### src/rtl/main_control_fsm_pkg.sv
// rtl/main_control_fsm_pkg.sv - shared encodings for the multi-cycle MIPS main control unit
//
// Purpose: opcode constants, ALUOp / ALUSrcB / PCSource encodings and the
// 12-state enumeration used by main_control_fsm. The ALUOp encodings are
// shared with the downstream ALU control decoder.
// Ports: none (package).

package main_control_fsm_pkg;

  // Supported opcodes (IR[31:26])
  localparam logic [5:0] OP_RTYPE = 6'b000000;
  localparam logic [5:0] OP_LW    = 6'b100011;
  localparam logic [5:0] OP_SW    = 6'b101011;
  localparam logic [5:0] OP_BEQ   = 6'b000100;
  localparam logic [5:0] OP_J     = 6'b000010;
  localparam logic [5:0] OP_ADDI  = 6'b001000;

  // ALUOp encodings, combined with Func by the ALU control decoder
  localparam logic [2:0] ALUOP_RTYPE = 3'b000;
  localparam logic [2:0] ALUOP_ADD   = 3'b010;
  localparam logic [2:0] ALUOP_SUB   = 3'b110;

  // ALU B-operand select
  localparam logic [1:0] SRCB_REG     = 2'b00;
  localparam logic [1:0] SRCB_FOUR    = 2'b01;
  localparam logic [1:0] SRCB_IMM     = 2'b10;
  localparam logic [1:0] SRCB_IMM_SH2 = 2'b11;

  // PC source select
  localparam logic [1:0] PCSRC_ALU    = 2'b00;
  localparam logic [1:0] PCSRC_ALUOUT = 2'b01;
  localparam logic [1:0] PCSRC_JUMP   = 2'b10;

  // Controller states (4-bit, 12 used)
  localparam logic [3:0] S_FETCH     = 4'd0;
  localparam logic [3:0] S_DECODE    = 4'd1;
  localparam logic [3:0] S_MEM_ADDR  = 4'd2;
  localparam logic [3:0] S_MEM_READ  = 4'd3;
  localparam logic [3:0] S_MEM_WB    = 4'd4;
  localparam logic [3:0] S_MEM_WRITE = 4'd5;
  localparam logic [3:0] S_R_EXEC    = 4'd6;
  localparam logic [3:0] S_R_WB      = 4'd7;
  localparam logic [3:0] S_BRANCH    = 4'd8;
  localparam logic [3:0] S_JUMP      = 4'd9;
  localparam logic [3:0] S_ADDI_EXEC = 4'd10;
  localparam logic [3:0] S_ADDI_WB   = 4'd11;

  // Dispatch target out of DECODE; unsupported opcodes return to FETCH.
  function automatic logic [3:0] decode_dispatch(input logic [5:0] op);
    logic [3:0] nxt;
    case (op)
      OP_LW, OP_SW: nxt = S_MEM_ADDR;
      OP_RTYPE:     nxt = S_R_EXEC;
      OP_BEQ:       nxt = S_BRANCH;
      OP_J:         nxt = S_JUMP;
      OP_ADDI:      nxt = S_ADDI_EXEC;
      default:      nxt = S_FETCH;
    endcase
    return nxt;
  endfunction

  function automatic logic is_supported_op(input logic [5:0] op);
    return (op == OP_RTYPE) || (op == OP_LW) || (op == OP_SW) ||
           (op == OP_BEQ) || (op == OP_J) || (op == OP_ADDI);
  endfunction

endpackage

### src/rtl/main_control_fsm_ctrl_retire_counter.sv
// rtl/main_control_fsm_ctrl_retire_counter.sv - retired-instruction counter
//
// Purpose: CNT_W-bit up counter with increment enable; wraps modulo 2^CNT_W.
// Ports:
//   clk   in  1      rising-edge clock
//   rst   in  1      asynchronous active-high reset (count -> 0)
//   en    in  1      increment this cycle
//   count out CNT_W  current count

module ctrl_retire_counter #(
  parameter int CNT_W = 32
) (
  input  logic             clk,
  input  logic             rst,
  input  logic             en,
  output logic [CNT_W-1:0] count
);

  always_ff @(posedge clk or posedge rst) begin
    if (rst) begin
      count <= '0;
    end else if (en) begin
      count <= count + 1'b1;
    end
  end

endmodule

### src/rtl/main_control_fsm.sv
// rtl/main_control_fsm.sv - multi-cycle MIPS main control unit
//
// Purpose: sequences each instruction through fetch, decode, execute,
// memory and writeback, driving all datapath enables and mux selects plus
// the 3-bit ALUOp for the ALU control decoder. Memory states stall on
// MemReady. A retired-instruction counter supports debug.
// Ports:
//   clk, rst                         clock, async active-high reset
//   Op[5:0]                          opcode, sampled in DECODE and MEM_ADDR
//   MemReady                         memory completes current access
//   PCWrite .. ALUSrcA               1-bit datapath controls
//   ALUSrcB[1:0], PCSource[1:0]      mux selects
//   ALUOp[2:0]                       ALU operation class
//   IllegalOp                        pulse on unsupported opcode in DECODE
//   Retire                           pulse on last cycle of a legal instruction
//   InstrCount[CNT_W-1:0]            retired-instruction count

module main_control_fsm
  import main_control_fsm_pkg::*;
#(
  parameter int CNT_W = 32
) (
  input  logic             clk,
  input  logic             rst,
  input  logic [5:0]       Op,
  input  logic             MemReady,
  output logic             PCWrite,
  output logic             PCWriteCond,
  output logic             IorD,
  output logic             MemRead,
  output logic             MemWrite,
  output logic             MemtoReg,
  output logic             IRWrite,
  output logic             RegWrite,
  output logic             RegDst,
  output logic             ALUSrcA,
  output logic [1:0]       ALUSrcB,
  output logic [1:0]       PCSource,
  output logic [2:0]       ALUOp,
  output logic             IllegalOp,
  output logic             Retire,
  output logic [CNT_W-1:0] InstrCount
);

  logic [3:0] state;
  logic [3:0] next_state;

  // Raw (ungated) versions of the enables that must be forced low in reset
  logic pcwrite_raw, pcwritecond_raw, irwrite_raw, memwrite_raw;
  logic regwrite_raw, retire_raw, illegal_raw;

  always_ff @(posedge clk or posedge rst) begin
    if (rst) begin
      state <= S_FETCH;
    end else begin
      state <= next_state;
    end
  end

  always_comb begin
    next_state      = state;
    pcwrite_raw     = 1'b0;
    pcwritecond_raw = 1'b0;
    irwrite_raw     = 1'b0;
    memwrite_raw    = 1'b0;
    regwrite_raw    = 1'b0;
    retire_raw      = 1'b0;
    illegal_raw     = 1'b0;
    IorD            = 1'b0;
    MemRead         = 1'b0;
    MemtoReg        = 1'b0;
    RegDst          = 1'b0;
    ALUSrcA         = 1'b0;
    ALUSrcB         = SRCB_REG;
    PCSource        = PCSRC_ALU;
    ALUOp           = ALUOP_ADD;

    case (state)
      S_FETCH: begin
        MemRead     = 1'b1;
        ALUSrcB     = SRCB_FOUR;
        // PC+4 and IR latch only on the cycle the fetch completes
        irwrite_raw = MemReady;
        pcwrite_raw = MemReady;
        if (MemReady) next_state = S_DECODE;
      end
      S_DECODE: begin
        ALUSrcB     = SRCB_IMM_SH2;
        next_state  = decode_dispatch(Op);
        illegal_raw = !is_supported_op(Op);
      end
      S_MEM_ADDR: begin
        ALUSrcA = 1'b1;
        ALUSrcB = SRCB_IMM;
        // Op should still be lw/sw here; anything else abandons quietly
        if (Op == OP_LW)      next_state = S_MEM_READ;
        else if (Op == OP_SW) next_state = S_MEM_WRITE;
        else                  next_state = S_FETCH;
      end
      S_MEM_READ: begin
        IorD    = 1'b1;
        MemRead = 1'b1;
        if (MemReady) next_state = S_MEM_WB;
      end
      S_MEM_WB: begin
        MemtoReg     = 1'b1;
        regwrite_raw = 1'b1;
        retire_raw   = 1'b1;
        next_state   = S_FETCH;
      end
      S_MEM_WRITE: begin
        IorD         = 1'b1;
        memwrite_raw = 1'b1;
        // sw retires only when the store is accepted
        if (MemReady) begin
          retire_raw = 1'b1;
          next_state = S_FETCH;
        end
      end
      S_R_EXEC: begin
        ALUSrcA    = 1'b1;
        ALUSrcB    = SRCB_REG;
        ALUOp      = ALUOP_RTYPE;
        next_state = S_R_WB;
      end
      S_R_WB: begin
        RegDst       = 1'b1;
        regwrite_raw = 1'b1;
        retire_raw   = 1'b1;
        next_state   = S_FETCH;
      end
      S_BRANCH: begin
        ALUSrcA         = 1'b1;
        ALUOp           = ALUOP_SUB;
        pcwritecond_raw = 1'b1;
        PCSource        = PCSRC_ALUOUT;
        retire_raw      = 1'b1;
        next_state      = S_FETCH;
      end
      S_JUMP: begin
        pcwrite_raw = 1'b1;
        PCSource    = PCSRC_JUMP;
        retire_raw  = 1'b1;
        next_state  = S_FETCH;
      end
      S_ADDI_EXEC: begin
        ALUSrcA    = 1'b1;
        ALUSrcB    = SRCB_IMM;
        next_state = S_ADDI_WB;
      end
      S_ADDI_WB: begin
        regwrite_raw = 1'b1;
        retire_raw   = 1'b1;
        next_state   = S_FETCH;
      end
      default: begin
        next_state = S_FETCH;
      end
    endcase
  end

  // State sits at FETCH during reset, where MemReady would otherwise reach
  // PCWrite/IRWrite combinationally; gate every architectural write here.
  assign PCWrite     = pcwrite_raw     & ~rst;
  assign PCWriteCond = pcwritecond_raw & ~rst;
  assign IRWrite     = irwrite_raw     & ~rst;
  assign MemWrite    = memwrite_raw    & ~rst;
  assign RegWrite    = regwrite_raw    & ~rst;
  assign Retire      = retire_raw      & ~rst;
  assign IllegalOp   = illegal_raw     & ~rst;

  ctrl_retire_counter #(
    .CNT_W (CNT_W)
  ) u_retire_counter (
    .clk   (clk),
    .rst   (rst),
    .en    (Retire),
    .count (InstrCount)
  );

endmodule

### config.mk
export PLATFORM = sky130hd
export DESIGN_NAME = main_control_fsm
export DESIGN_NICKNAME = d
export VERILOG_FILES = /design/src/rtl/main_control_fsm_pkg.sv /design/src/rtl/main_control_fsm_ctrl_retire_counter.sv /design/src/rtl/main_control_fsm.sv
export SDC_FILE = /design/constraint.sdc
export NUM_CORES = 1
export LEC_CHECK = 0
export ABC_CLOCK_PERIOD_IN_PS = 5000
export CORE_ASPECT_RATIO = 0.6
export CORE_MARGIN = 2
export CORE_UTILIZATION = 51
export CTS_CLUSTER_DIAMETER = 60
export DETAILED_ROUTE_END_ITERATION = 6
export GPL_TIMING_DRIVEN = 0
export PLACE_DENSITY = 0.85
export SLEW_MARGIN = 10
export SYNTH_ARGS = -nofsm -noshare
export SYNTH_HDL_FRONTEND = slang
export SYNTH_SLANG_ARGS = --single-unit
### constraint.sdc
create_clock -name clk -period 5 [get_ports clk]
set_clock_uncertainty 0.05 [all_clocks]
set_input_delay 1 -clock clk [delete_from_list [all_inputs] [get_ports clk]]
set_output_delay 1 -clock clk [all_outputs]
set_load 0.005 [all_outputs]
### After elaboration in Yosys (flattened, before gate mapping)

Index checks and enable logic that the tools add are counted.

| word-level totals | value |
|---|---|
| bits in read-only memories | 0 |
| RAM bits | 0 |
| bits in latches | 0 |
| input bits | 9 |
| word-level logic and storage cells | 69 |
| memories | 0 |
| output and inout port bits | 51 |
| register bits after elaboration | 36 |

| cells by class | value |
|---|---|
| bitwise operators | 8 |
| reductions and logical operators | 16 |
| equality and inequality tests | 19 |
| div/mod/pow operators | 0 |
| $mul | 0 |
| magnitude comparators | 0 |
| mux-type cells | 23 |
| shift-type cells | 0 |
| add/sub/neg operators | 1 |

Operator list:

| kind | number |
|---|---|
| 32-bit by 1-bit adder with 32-bit output, second input constant | 1 |
| 4-bit one-hot mux with 7 select lines | 1 |
| 4-bit one-hot mux with 5 select lines | 1 |
| 4-bit by 3-bit equality test with 1-bit output, second input constant | 4 |
| 4-bit equality test, second input constant | 4 |
| 6-bit equality test, second input constant | 2 |
| 4-bit two-way mux | 3 |
| 1-bit two-way mux | 11 |
| 4-bit by 2-bit equality test with 1-bit output, second input constant | 2 |
| 2-bit OR reduction | 4 |
| 1-bit bitwise AND | 7 |
| 6-bit by 2-bit equality test with 1-bit output, second input constant | 1 |
| 6-bit by 3-bit equality test with 1-bit output, second input constant | 1 |
| 6-bit by 4-bit equality test with 1-bit output, second input constant | 1 |
| 6-bit zero test | 1 |
| 3-bit two-way mux | 2 |
| 2-bit != test, second input constant | 3 |
| 2-bit one-hot mux with 3 select lines | 1 |
| 3-bit one-hot mux with 2 select lines | 1 |
| 1-bit logical OR | 5 |
| 5-bit OR reduction | 1 |
| 4-bit by 1-bit equality test with 1-bit output, second input constant | 1 |
| 4-bit zero test | 1 |
| 1-bit one-hot mux with 2 select lines | 2 |
| other kinds (6) | 6 |

### Depth between registers and ports, before layout

Gate-level depths: netlist of run 1.

| depth | value |
|---|---|
| depth in word-level cells | 9 |
| depth in mapped cells | 7 |
| mapped depth without buffers | 5 |

### By module

A second synthesis of run 1 with hierarchy kept.

| unflattened totals | value |
|---|---|
| cells, all modules | 218 |
| area, all modules | 2132.0 sq um |

By module, submodules not included:

| module | cells an instance | sequential area each (sq um) | area each (sq um) | times used |
|---|---|---|---|---|
| ctrl_retire_counter | 126 | 800.8 | 1510.2 | 1 |
| main_control_fsm | 92 | 100.1 | 621.8 | 1 |

### Worst setup path after synthesis of run 1

No wires, ideal clock.

| timing path | value |
|---|---|
| kind | input -> output |
| start point | input rst |
| end point | output IllegalOp |
| stages | 3 |
| required time | 3950 ps |
| slack | 1592 ps |
| path buffers | 0 |
| data arrival time | 2358 ps |
| cells stage by stage | inv_1 -> nand2_1 -> a2111oi_0 |

| on the way | value |
|---|---|
| cells in the longest elaborated chain, start to end | 2 |

RTL lines:

| element | line | source |
|---|---|---|
| start: declaration | main_control_fsm.sv:24 | `input logic rst,` |
| 1-bit inverter | main_control_fsm.sv:170 | `assign IllegalOp = illegal_raw & ~rst;` |
| 1-bit bitwise AND | main_control_fsm.sv:170 |  |
| end: declaration | main_control_fsm.sv:40 | `output logic IllegalOp,` |

No other way between the ends.

### Worst setup path in the final report of run 1

Same ends and word-level chain as after synthesis.

==> impl_metrics.tcl, run 1 <==
set metrics [dict create \
    finalMaxSlewViolations 0 \
    firstDrtPassIters 4 \
    port_buffers 58 \
    initial_core_util 0.548 \
    reg2reg_from "state[2]" \
    synth_top_cell_area_share 0.437 \
    grt_pass1_vias 1707 \
    cts_setup_buffers 0 \
    p_seq_frac 0.494 \
    cts_num_sinks 36 \
    htree_levels 2 \
    post-route-period-util 0.852 \
    viasPerCell 5.50 \
    synth-main-ff-cell "dfrtp_1" \
    die_w_um 86.1 \
    intPower_mw 0.479 \
    ant_nets 0 \
    ir_drop_uv 186 \
    fmax_mhz 235 \
    cts_root_buf "clkbuf_8" \
    antenna_found_initial 0 \
    num_vias 1852 \
    ff2ff_path_depth 7 \
    synthArstFlopShare 1.00 \
    worst-r2r-setup-slack_ns 2.66 \
    cp.required_ns 3.95 \
    grt_overflow 0 \
    synth.top_cells.by_area "dfrtp_1, xnor2_1, xor2_1" \
    endpoint_kind "output pin" \
    yosysSeqAreaShare 0.437 \
    ys_warn_count 0 \
    hp-class "register to register" \
    timing.critical_path.mode_cell "clkdlybuf4s50_1" \
    p_sw_mw 0.174 \
    leakagePower_nw 1.13 \
    n_antenna_cell 0 \
    synth_area_um2 2060 \
    area_growth_syn_to_layout_pct 35.5 \
    io_pins 60 \
    min_period_ns 4.26 \
    cp.depth 5 \
    power_density_nw_per_um2 233 \
    drt_iter0_drc 71 \
    relSlewSlack 0.499 \
    ctsHoldBuffers 0 \
    place_congestion 0.833 \
    crit_fanout 37 \
    cts_buffers 5 \
    synth_area_per_cell_um2 9.21 \
    combPwrFrac 0.179 \
    finalWirelength_um 4660 \
    syn_inst 224 \
    synth_cell_type_count 45 \
    grt_usage 0.223 \
    ys_ff_latch 36 \
    fillers 289 \
    critical_path.top_delay_family "buffers and inverters" \
    finalHoldViolations 0 \
    grt_max_degree 38 \
    final_core_util 0.743 \
    power_frac_clock 0.327 \
    path_clk_slew_ns 0.07 \
    arrival_ns 3.21 \
    crit_type "input pin to output pin" \
    core_um2 3760 \
    crit_end "IllegalOp" \
    drc 0 \
    worstSetupStartpoint "rst" \
    hpwlAfterDp_um 3500 \
    clkLatencyLatePin_ns 0.28 \
    dieHeight_um 53.3 \
    r2r-end "u_retire_counter.count[31]" \
    yosys.area.top_type "dfrtp_1" \
    rows 17 \
    tightest_slew_ns 0.751 \
    clock_path_buffers 2 \
    outcome "complete, no violations" \
    floorplan.die_area_um2 4590 \
    cts-resized-gates 0 \
    tns_ns 0 \
    start_kind "input pin" \
    grt_first_pass_wirelength_um 7840 \
    drive_gt1_frac 0.0690 \
    drv_cap 0 \
    syn_nets 234 \
    swShare 0.266 \
    cp_cell_sequence "clkdlybuf4s50_1, inv_2, nand2_1, a2111oi_0, clkdlybuf4s50_1" \
    critPathBufInv 3 \
    max_stage_delay_ns 0.60 \
    wl_per_cell_um 13.8 \
    grt_setup_unrepaired "false" \
    nNetsFinal 299 \
    synth-edff-count 0 \
    setup_viol 0 \
    cp_slowest_cell "inv_2" \
    cts_tree "yes" \
]
## layout by cell type (no fill, tap or decap), drive strengths merged, types with 4 or more instances in the layout
cell            n
xnor2          20
nand2b          6
clkdlybuf4s50  58
clkbuf         13
inv             9
dfrtp          36
nor3           13
nand3          15
nor4            8
buf             4
nor2b           5
xor2           12
nand4           9
a21oi           6
nand2          16
nor2           20
## state kept, by name (all words and copies together) (netlist names)
| register | flops |
|---|---|
| u_retire_counter.count | 32 |
| state | 4 |
## per-layer routing
metal | up-vias | GRT usage | wire, um
li1 | 916 | - | -
met1 | 875 | 0.318 | 2320
met2 | 59 | 0.341 | 2080
met3 | 2 | 0.0608 | 248
met4 | 0 | 0.0476 | 13
met5 | - | 0 | 0
## power groups by stage
stage | Sequential [mW] | Clock [mW] | Combinational, mW
floorplan | 0.326 | 0 | 0.0554
global placement | 0.327 | 0 | 0.115
detailed placement | 0.328 | 0 | 0.117
CTS | 0.323 | 0.219 | 0.117
global route | 0.325 | 0.233 | 0.129
finish | 0.322 | 0.213 | 0.117
## synth_stat cells (2+ instances only)
cell       count
xnor2_1       19
a41oi_1        2
xor2_1        12
and4_1         3
dfrtp_1       36
o21ai_0        3
or3_1          2
a21oi_1        6
nor3_1        13
a2111oi_0      3
clkbuf_1       6
nor2_1        20
a21boi_0       2
nor2b_1        4
nand4_1        9
inv_1          9
nor3b_1        3
and3_1         3
or2_2          2
nand3_1       15
nand2_1       16
buf_2          2
nand2b_1       6
nor4_1         7
## worst reg2reg max path: cells and delay by family, from the launching register on
kind,cells,cell delay (ns)
simple gates,3,1.11
xor+xnor,1,0.13
compound gates,1,0.17
buf+inv,2,0.38
flops,1,0.38
## kinds of logic after synthesis
kind of cell	Yosys count	share of synthesized area
compound gates	22	0.0722
xor+xnor	32	0.139
fa+ha+maj	1	0.00606
buf+inv	19	0.0412
flops	36	0.437
mux	1	0.00546
other cells	1	0.00182
simple gates	112	0.297
## metrics by stage
stage                     cell area [um2]  hold slack (ns)  instances  worst slack (ns)  power (mW)
final                                2800            0.445        337             0.739       0.652
after floorplan                      2060            0.427        224              1.59       0.381
after global routing                 2800            0.474        337             0.463       0.687
after global placement               2700            0.430        329             0.201       0.442
after detailed placement             2700            0.439        329             0.653       0.445
after CTS                            2800            0.449        337             0.664       0.659
## area by class of cell
type                    instances  area (um2)  share of cell area
plain buffers                  10        51.3              0.0183
clock buffers                   7        86.3              0.0309
clock inverters                 1        7.51             0.00268
inverters                       9        33.8              0.0121
multi-input cells             169        1080               0.385
flip-flops and latches         36         901               0.322
well taps                      47        58.8              0.0210
repair buffers                 58         581               0.208
## worst min path at each step
stage / depth (start not counted) / slack, ns / startpoint / endpoint
3_5_place_dp: 1 / 0.44 / u_retire_counter.count[29] / u_retire_counter.count[29]
2_1_floorplan: 1 / 0.43 / u_retire_counter.count[25] / u_retire_counter.count[25]
5_1_grt: 1 / 0.47 / u_retire_counter.count[21] / u_retire_counter.count[21]
3_3_place_gp: 1 / 0.43 / u_retire_counter.count[29] / u_retire_counter.count[29]
6_report: 1 / 0.45 / u_retire_counter.count[29] / u_retire_counter.count[29]
4_1_cts: 1 / 0.45 / u_retire_counter.count[29] / u_retire_counter.count[29]
No activity file was read; power rests on OpenSTA's default activity.
==> inputs of run 2 (changes only) <==
- HOLD_SLACK_MARGIN: unset -> 0.03
==> results of run 2 <==
Same layout as run 1: the final DEF is identical, and so are final timing and power.
==> inputs of run 3 (changes only) <==
- CTS_CLUSTER_SIZE: unset -> 10
==> results of run 3 <==
Same layout as run 1: the final DEF is identical, and so are final timing and power.
